**config.mk**
```make
export PLATFORM = sky130hd
export DESIGN_NAME = reset_sequencer
export DESIGN_NICKNAME = d
export VERILOG_FILES = /design/src/rtl/reset_seq_pkg.sv /design/src/rtl/reset_req_filter.sv /design/src/rtl/reset_sequencer.sv
export SDC_FILE = /design/constraint.sdc
export NUM_CORES = 1
export LEC_CHECK = 0
export CAP_MARGIN = 30
export CORE_MARGIN = 1
export CORE_UTILIZATION = 50
export CTS_BUF_LIST = sky130_fd_sc_hd__clkbuf_16
export DETAILED_ROUTE_END_ITERATION = 16
export GPL_TIMING_DRIVEN = 1
export HOLD_SLACK_MARGIN = 0.08
export PLACE_DENSITY_LB_ADDON = 0.08
export SETUP_SLACK_MARGIN = 0.4
export SLEW_MARGIN = 0
export SYNTH_ARGS = -nofsm -noshare
export SYNTH_HDL_FRONTEND = slang
export SYNTH_HIERARCHICAL = 1
export SYNTH_SLANG_ARGS = --single-unit
export TNS_END_PERCENT = 100
```
**constraint.sdc**
```tcl
create_clock -name clk -period 1.9 [get_ports clk]
set_input_delay 0.19 -clock clk [delete_from_list [all_inputs] [get_ports clk]]
set_output_delay 0.19 -clock clk [all_outputs]
set_load 0.02 [all_outputs]
```
**src/rtl/reset_seq_pkg.sv**
```systemverilog
// reset_seq_pkg: shared FSM state type, parameter defaults and counter sizing for the reset sequencer
package reset_seq_pkg;
  typedef enum logic [1:0] {ASSERT, RELEASE, DONE} seq_state_e;
  localparam int N_REQ_DEF = 2;
  localparam int N_CH_DEF = 3;
  localparam int SYNC_STAGES_DEF = 2;
  localparam int MIN_PULSE_DEF = 2;
  localparam int HOLD_CYCLES_DEF = 4;
  localparam int STEP_CYCLES_DEF = 2;
  function automatic int cnt_width(input int a, input int b);
    return $clog2((a > b ? a : b) + 1);
  endfunction
endpackage

```
**src/rtl/reset_req_filter.sv**
```systemverilog
// reset_req_filter: synchronises one active-low reset request and accepts it only after MIN_PULSE low cycles
module reset_req_filter
  import reset_seq_pkg::*;
#(
  parameter int SYNC_STAGES = SYNC_STAGES_DEF,
  parameter int MIN_PULSE = MIN_PULSE_DEF
) (
  input  logic clk,
  input  logic reset,
  input  logic req_b,
  output logic req_valid
);
  localparam int CW = cnt_width(MIN_PULSE, 0);
  logic [SYNC_STAGES-1:0] sync;
  logic [CW-1:0] cnt;
  always_ff @(posedge clk)
    if (reset) begin
      sync <= '1;
      cnt <= '0;
    end else begin
      sync <= {sync[SYNC_STAGES-2:0], req_b};
      cnt <= sync[SYNC_STAGES-1] ? '0 : (cnt == CW'(MIN_PULSE - 1) ? cnt : cnt + 1'b1);
    end
  // Valid on the MIN_PULSE-th low cycle and dropped as soon as the synchronised bit returns high
  assign req_valid = !sync[SYNC_STAGES-1] && cnt == CW'(MIN_PULSE - 1);
endmodule

```
**src/rtl/reset_sequencer.sv**
```systemverilog
// reset_sequencer: merges filtered reset requests and sw_rst, then releases N_CH resets in index order
module reset_sequencer
  import reset_seq_pkg::*;
#(
  parameter int N_REQ = N_REQ_DEF,
  parameter int N_CH = N_CH_DEF,
  parameter int SYNC_STAGES = SYNC_STAGES_DEF,
  parameter int MIN_PULSE = MIN_PULSE_DEF,
  parameter int HOLD_CYCLES = HOLD_CYCLES_DEF,
  parameter int STEP_CYCLES = STEP_CYCLES_DEF
) (
  input  logic             clk,
  input  logic             reset,
  input  logic [N_REQ-1:0] rst_req_b,
  input  logic             sw_rst,
  input  logic             cause_clr,
  output logic [N_CH-1:0]  rst_out_b,
  output logic             all_released,
  output logic             busy,
  output logic [N_REQ:0]   rst_cause
);
  localparam int CW = cnt_width(HOLD_CYCLES, STEP_CYCLES);
  localparam int IW = $clog2(N_CH + 1);
  if (N_REQ < 1 || N_REQ > 8) begin : g_bad_n_req
    $error("reset_sequencer: N_REQ out of range 1..8");
  end
  if (N_CH < 1 || N_CH > 16) begin : g_bad_n_ch
    $error("reset_sequencer: N_CH out of range 1..16");
  end
  if (SYNC_STAGES < 2 || SYNC_STAGES > 4) begin : g_bad_sync
    $error("reset_sequencer: SYNC_STAGES out of range 2..4");
  end
  if (MIN_PULSE < 1 || MIN_PULSE > 15) begin : g_bad_pulse
    $error("reset_sequencer: MIN_PULSE out of range 1..15");
  end
  if (HOLD_CYCLES < 1 || HOLD_CYCLES > 65535) begin : g_bad_hold
    $error("reset_sequencer: HOLD_CYCLES out of range 1..65535");
  end
  if (STEP_CYCLES < 1 || STEP_CYCLES > 65535) begin : g_bad_step
    $error("reset_sequencer: STEP_CYCLES out of range 1..65535");
  end
  logic [N_REQ-1:0] req_valid;
  logic [N_REQ-1:0] req_valid_q;
  logic src_active;
  seq_state_e state;
  logic [CW-1:0] hold_cnt;
  logic [CW-1:0] step_cnt;
  logic [IW-1:0] idx;
  for (genvar i = 0; i < N_REQ; i++) begin : g_req
    reset_req_filter #(
      .SYNC_STAGES(SYNC_STAGES),
      .MIN_PULSE(MIN_PULSE)
    ) u_filter (
      .clk(clk),
      .reset(reset),
      .req_b(rst_req_b[i]),
      .req_valid(req_valid[i])
    );
  end
  assign src_active = |req_valid || sw_rst;
  always_ff @(posedge clk)
    if (reset) begin
      state <= ASSERT;
      hold_cnt <= '0;
      step_cnt <= '0;
      idx <= '0;
      rst_out_b <= '0;
      all_released <= 1'b0;
      busy <= 1'b1;
      rst_cause <= '0;
      req_valid_q <= '0;
    end else begin
      req_valid_q <= req_valid;
      // A clear on the same edge as a new source keeps only the newly set bits
      rst_cause <= (cause_clr ? '0 : rst_cause) | {sw_rst, req_valid & ~req_valid_q};
      if (src_active) begin
        state <= ASSERT;
        hold_cnt <= '0;
        step_cnt <= '0;
        idx <= '0;
        rst_out_b <= '0;
        all_released <= 1'b0;
        busy <= 1'b1;
      end else
        case (state)
          ASSERT:
            if (hold_cnt == CW'(HOLD_CYCLES - 1)) begin
              rst_out_b <= N_CH'(1);
              idx <= IW'(1);
              hold_cnt <= '0;
              state <= N_CH == 1 ? DONE : RELEASE;
              all_released <= N_CH == 1;
              busy <= N_CH != 1;
            end else
              hold_cnt <= hold_cnt + 1'b1;
          RELEASE:
            if (step_cnt == CW'(STEP_CYCLES - 1)) begin
              rst_out_b <= rst_out_b | (N_CH'(1) << idx);
              idx <= idx + 1'b1;
              step_cnt <= '0;
              if (idx == IW'(N_CH - 1)) begin
                state <= DONE;
                all_released <= 1'b1;
                busy <= 1'b0;
              end
            end else
              step_cnt <= step_cnt + 1'b1;
          default: ;
        endcase
    end
endmodule

```
==> results.json, run 1 <==
{
  "final_layout_size_suffix_gt1_frac": 0.190,
  "mappedNetlistArea_sq_um": 1080,
  "crit_buf_inv": 0,
  "htreeDepth": 1,
  "cp-end-kind": "register",
  "antenna_found_initial": 0,
  "cts_root_buffer": "clkbuf_16",
  "synth_mux_area_frac": 0,
  "cp_cell_sequence": "ha_4 -> nor2b_4 -> or4_4 -> a211oi_2",
  "die_h_um": 48.4,
  "drv_slew": 0,
  "synthAdderAreaFrac": 0.0698,
  "clkSlewWorstSetupHoldPaths_ns": 0.06,
  "crit_fanout": 8,
  "swShare": 0.193,
  "tns_ns": 0,
  "grt_pass1_wl_um": 3210,
  "wire_per_inst_um": 12.1,
  "hold_viol": 0,
  "cts_tree": "yes",
  "worst_ep_required_time_ns": 2.08,
  "hp-class": "reg2reg",
  "clock_power_share": 0.418,
  "yosysSeqAreaShare": 0.502,
  "ys_seq_elements": 27,
  "grt_max_degree": 15,
  "dr_total_vias": 824,
  "crit_type": "reg2reg",
  "cts_hold_buf": 0,
  "syn_area_per_cell_sq_um": 10.2,
  "crit_family": "simple AND/OR/NAND/NOR gates",
  "syn_inst": 106,
  "pin_count": 14,
  "rows": 16,
  "numClockSinks": 27,
  "nNetsFinal": 139,
  "ant_nets": 0,
  "post-route-min-period_ns": 1.54,
  "die-area_sq_um": 2340,
  "first_pass_iters": 3,
  "multi_input_area_sq_um": 554,
  "status": "completed",
  "clockBufferDepth": 2,
  "fp.dieW_um": 48.4,
  "power.density_nw_per_um2": 784,
  "p_sw_uw": 212,
  "rsz0062_at_grt": "true",
  "leakagePower_uw": 0.000526,
  "drtIter0Drc": 5,
  "antennaDiodeCount": 0,
  "peakVddDrop_mv": 0.583,
  "dp_hpwl_um": 1350,
  "cts_buffers": 3,
  "synth_cell_types": 33,
  "core-area_sq_um": 2000,
  "start_util": 0.538,
  "p_comb_frac": 0.053,
  "gp_congestion": 0.773,
  "worst_ep_arrival_time_ns": 1.72,
  "p_int_uw": 889,
  "setup_viol": 0,
  "clock_skew_ns": 0.00231,
  "period_share": 0.810,
  "grt-ovfl-total": 0,
  "cap_violations": 0,
  "via_per_inst": 5.39,
  "drc": 0,
  "synth_xor_xnor_area_share": 0.0407,
  "totalWireLength_um": 1850,
  "synth_top_family_by_area": "simple AND/OR/NAND/NOR gates",
  "fmax_ghz": 0.649,
  "seqCellArea_sq_um": 542,
  "clock_latency_ns": 0.26,
  "synth_warnings": 6,
  "tightest_slew_ns": 0.313,
  "dp.cells": 147,
  "crit_path_max_incr_delay_ns": 0.59,
  "syn_nets": 118,
  "worstSetupStartpointType": "register",
  "io_buffers": 13,
  "critical-path-slowest-cell": "or4_4",
  "slew_headroom": 0.789,
  "synth_compound_area_frac": 0.149,
  "total_power_uw": 1100,
  "grtUsageTotal": 0.178,
  "p_seq_frac": 0.529,
  "grt_pass1_vias": 758,
  "layout_commonest_cell": "dfxtp_1",
  "syn_to_final_growth_pct": 30.6,
  "synth-simple-area-share": 0.200,
  "fillCellCount": 162,
  "layout_common_cells": "dfxtp_1, clkdlybuf4s50_1, nor2_1, inv_1, nor2b_1",
  "stdcell_count": 153
}
[registers in the layout, summed over array words and instances, names as in the netlist]
name,cells
g_req.u_filter/cnt,4
g_req.u_filter/sync,4
req_valid_q,2
idx,2
rst_cause,3
all_released,1
step_cnt,3
busy,1
state,1
rst_out_b,3
hold_cnt,3
[per-layer routing]
metal	global-route usage	routed length (um)
met2	0.305	935
met1	0.209	821
met3	0.0283	60
met4	0.103	30
met5	0	0
[final timing paths]
path                            slack, ns                                   end                             startpoint  depth (start not counted)
worst max-delay path                 0.36             rst_out_b[0]$_SDFFE_PP0P_  g_req[0].u_filter/cnt[0]$_SDFFE_PP0P_                          4
worst min-delay path                 0.41  g_req[1].u_filter/sync[1]$_SDFF_PP1_   g_req[1].u_filter/sync[0]$_SDFF_PP1_                          1
worst max register to register       0.36             rst_out_b[0]$_SDFFE_PP0P_  g_req[0].u_filter/cnt[0]$_SDFFE_PP0P_                          4
worst min register to register       0.41  g_req[1].u_filter/sync[1]$_SDFF_PP1_   g_req[1].u_filter/sync[0]$_SDFF_PP1_                          1
[synth_stat cells (all sizes together)]
cell,count,share of area
nor3,2,0.0093
or2,4,0.023
xor2,2,0.016
or4,1,0.0070
nor2b,7,0.041
o21bai,1,0.0070
ha,6,0.070
nand4b,1,0.0081
a31oi,2,0.012
dfxtp,27,0.50
a2111oi,2,0.028
a22oi,2,0.014
nor2,10,0.035
o21ai,1,0.0046
nand2,5,0.017
nand3,1,0.0046
clkbuf,1,0.0035
nand3b,1,0.0070
or4b,1,0.013
or3,1,0.0058
nor4,1,0.0058
o21a,1,0.0070
and3,2,0.012
a211oi,1,0.012
a311oi,1,0.014
o311ai,1,0.0081
o311a,2,0.019
inv,10,0.035
o22ai,1,0.0058
and4bb,1,0.012
a21oi,4,0.019
xnor2,3,0.024
[final cells by class]
type	instances	area share
inverters	10	0.0267
flip-flops and latches	27	0.386
clock inverters	1	0.00267
repair buffers	17	0.113
multi-input cells	68	0.394
clock buffers	3	0.0534
well taps	27	0.0240
[power groups by stage]
stage / logic, uW / clock network, uW / registers [uW]
after floorplan: 27.9 / 0 / 596
after global placement: 52.3 / 0 / 594
after detailed placement: 53.8 / 0 / 595
after CTS: 57.2 / 474 / 582
after global routing: 64.4 / 493 / 583
final: 58.3 / 461 / 582
[metrics by stage]
stage	hold WS (ns)	cell area, sq um	utilization	setup slack [ns]
global placement	0.388	1290	0.646	0.267
global route	0.433	1410	0.702	0.302
finish	0.410	1410	0.702	0.360
CTS	0.415	1390	0.693	0.359
floorplan	0.259	1130	-	0.355
detailed placement	0.397	1290	0.646	0.231
[worst reg2reg max path: cells and delay by family (launching register included)]
| family | cells | cell delay (ns) |
|---|---|---|
| DFF | 1 | 0.34 |
| adders and majority gates | 1 | 0.18 |
| and+or+nand+nor | 2 | 0.72 |
| AOI/OAI and AO/OA | 1 | 0.22 |
[repair_timing]
item / 4_1_cts / 5_1_grt
setup buffers: 0 / 2
resized for setup: 4 / 1
gates cloned: 0 / 0
endpoints found under the setup margin: 10 / 9
pin swaps: 1 / 3
[cell families after synthesis]
group           Yosys count
xor+xnor                  5
fa+ha+maj                 6
simple gates             38
compound gates           19
flops                    27
buf+inv                  11
(Power assumes the default switching activity.)
==> run 2, diff against run 1 <==
Settings changed: CORE_UTILIZATION 50 to 47.
Clock period 1.9 ns to 1.39 ns, I/O delays scaled along.
==> run 2 against run 1 <==
Net effect: the flow now finishes with violations (negative setup slack); register-to-register slack worse by 0.50 ns; global-route usage up 4.5 points; core utilization up 10 points; sequential share of layout area down 5.2 points; hold slack better by 0.0078 ns; clock-buffer cell count unchanged; critical path type unchanged; largest cell class unchanged; largest power group unchanged.
==> results.json, run 2 (synthesized netlist as in run 1, its figures left out) <==
{
  "rsz0062_at_grt": "true",
  "peakVddDrop_mv": 0.732,
  "tightest_slew_ns": 0.295,
  "antenna_found_initial": 0,
  "rows": 16,
  "drtIter0Drc": 19,
  "antennaDiodeCount": 0,
  "wire_per_inst_um": 14.4,
  "top_regs": "g_req.u_filter/cnt (4), g_req.u_filter/sync (4)",
  "crit_type": "reg2reg",
  "fin_ws_ns": -0.137,
  "core-area_sq_um": 2060,
  "clock_latency_ns": 0.26,
  "worst_ep_arrival_time_ns": 1.70,
  "holdPathEnd": "g_req[0].u_filter/sync[1]$_SDFF_PP1_",
  "stdcell_count": 171,
  "first_pass_iters": 4,
  "cts_buffers": 3,
  "crit_path_max_incr_delay_ns": 0.49,
  "hp-start": "g_req[0].u_filter/sync[0]$_SDFF_PP1_",
  "clkSlewWorstSetupHoldPaths_ns": 0.06,
  "cts_hold_buf": 0,
  "cts_tree": "yes",
  "die_h_um": 49.8,
  "cp_cell_sequence": "inv_2 -> ha_4 -> nor2b_4 -> or4_4 -> buf_8 -> a311oi_2",
  "worst_ep_required_time_ns": 1.56,
  "slew_headroom": 0.801,
  "dp.cells": 161,
  "status": "finished with violations",
  "critical-path-slowest-cell": "or4_4",
  "drv_slew": 0,
  "grt_pass1_vias": 913,
  "totalWireLength_um": 2470,
  "cap_violations": 0,
  "die-area_sq_um": 2480,
  "worstSetupStartpointType": "register",
  "io_buffers": 13,
  "violations": "negative setup slack",
  "crit_buf_inv": 2,
  "setup_viol": 14,
  "grtUsageTotal": 0.223,
  "crit_family": "simple AND/OR/NAND/NOR gates",
  "htreeDepth": 1,
  "timing.rr.end": "idx[0]$_SDFFE_PP0P_",
  "final_layout_size_suffix_gt1_frac": 0.451,
  "worst-r2r-cell-count": 6,
  "nNetsFinal": 157,
  "grt-ovfl-total": 0,
  "pin_count": 14,
  "layout_commonest_cell": "dfxtp_1",
  "crit-reg2reg-launch": "g_req[0].u_filter/cnt[1]$_SDFFE_PP0P_",
  "start_util": 0.522,
  "layout_common_cells": "dfxtp_1, buf_4, buf_6, inv_1, nor2_1",
  "cts_root_buffer": "clkbuf_16",
  "fp.dieW_um": 49.8,
  "period_share": 1.10,
  "leakagePower_uw": 0.000641,
  "power.density_nw_per_um2": 939,
  "cp-end-kind": "register",
  "dr_total_vias": 910,
  "dp_hpwl_um": 1490,
  "crit_fanout": 8,
  "hold_viol": 0,
  "hold_slack_ns": 0.418,
  "hp-class": "reg2reg",
  "clockBufferDepth": 2,
  "grt_max_degree": 15,
  "drc": 0,
  "fmax_ghz": 0.655,
  "syn_to_final_growth_pct": 53.6,
  "ant_nets": 0,
  "numClockSinks": 27,
  "grt_pass1_wl_um": 4220,
  "gp_congestion": 0.786,
  "clock_skew_ns": 0.00318,
  "r2r_slack_ns": -0.14,
  "min_path_cells": 1,
  "tns_ns": -0.862,
  "via_per_inst": 5.32,
  "post-route-min-period_ns": 1.53
}
[run 2: cell types whose count changed in the layout (fill, tap and decap cells not counted), sizes merged]
cell	change
buf	+26
clkdlybuf4s50	-7
dlygate4sd2	-1
[run 2: routing by layer]
metal / wire length (um) / vias up / GRT usage
li1: - / 441 / -
met1: 1070 / 444 / 0.268
met2: 1290 / 21 / 0.408
met3: 72 / 4 / 0.0278
met4: 28 / 0 / 0.0667
met5: 0 / - / 0
[run 2: worst register-to-register path, stage by stage, from the launching register on]
cell and delay [ns]:
dfxtp_2 0.32, inv_2 0.05, ha_4 0.15, nor2b_4 0.12, or4_4 0.49, buf_8 0.16, a311oi_2 0.16
[run 2: worst max-delay path by stage]
stage                                     startpoint             endpoint  depth (start not counted)
2_1_floorplan  g_req[0].u_filter/cnt[1]$_SDFFE_PP0P_  idx[0]$_SDFFE_PP0P_                          6
3_3_place_gp                                   reset  idx[0]$_SDFFE_PP0P_                          4
3_5_place_dp                                   reset  idx[0]$_SDFFE_PP0P_                          4
4_1_cts        g_req[0].u_filter/cnt[1]$_SDFFE_PP0P_  idx[0]$_SDFFE_PP0P_                          6
5_1_grt        g_req[0].u_filter/cnt[1]$_SDFFE_PP0P_  idx[0]$_SDFFE_PP0P_                          6
6_report       g_req[0].u_filter/cnt[1]$_SDFFE_PP0P_  idx[0]$_SDFFE_PP0P_                          6
[run 2: timing repair]
action / 4_1_cts / 5_1_grt
pin swaps: 12 / 8
cloned: 0 / 0
resized for setup: 57 / 11
buffers inserted: 4 / 2
setup endpoints to repair: 29 / 24
[run 2: final cells by class]
| type | count | area [sq um] |
|---|---|---|
| fillers | 121 | 409 |
| well taps | 27 | 33.8 |
| repair buffers | 35 | 300 |
| flip-flops and latches | 27 | 551 |
| clock buffers | 3 | 75.1 |
| inverters | 10 | 37.5 |
| clock inverters | 1 | 3.75 |
| multi-input cells | 68 | 652 |
[run 2: per-stage QoR]
| stage | util | total power [uW] | instance area, sq um | setup slack, ns |
|---|---|---|---|---|
| after floorplan | - | 853 | 1130 | -0.155 |
| after global placement | 0.679 | 895 | 1400 | -0.175 |
| after detailed placement | 0.679 | 899 | 1400 | -0.189 |
| after CTS | 0.777 | 1540 | 1600 | -0.110 |
| after global routing | 0.802 | 1610 | 1650 | -0.179 |
| final | 0.802 | 1550 | 1650 | -0.137 |
[run 2: report_power, final]
| part | switching [uW] | leakage, uW | internal (uW) | total, uW |
|---|---|---|---|---|
| sequential | 11.5 | 0.000222 | 785 | 797 |
| clock | 251 | 0.0000423 | 385 | 636 |
| combinational | 55.6 | 0.000376 | 64.4 | 120 |
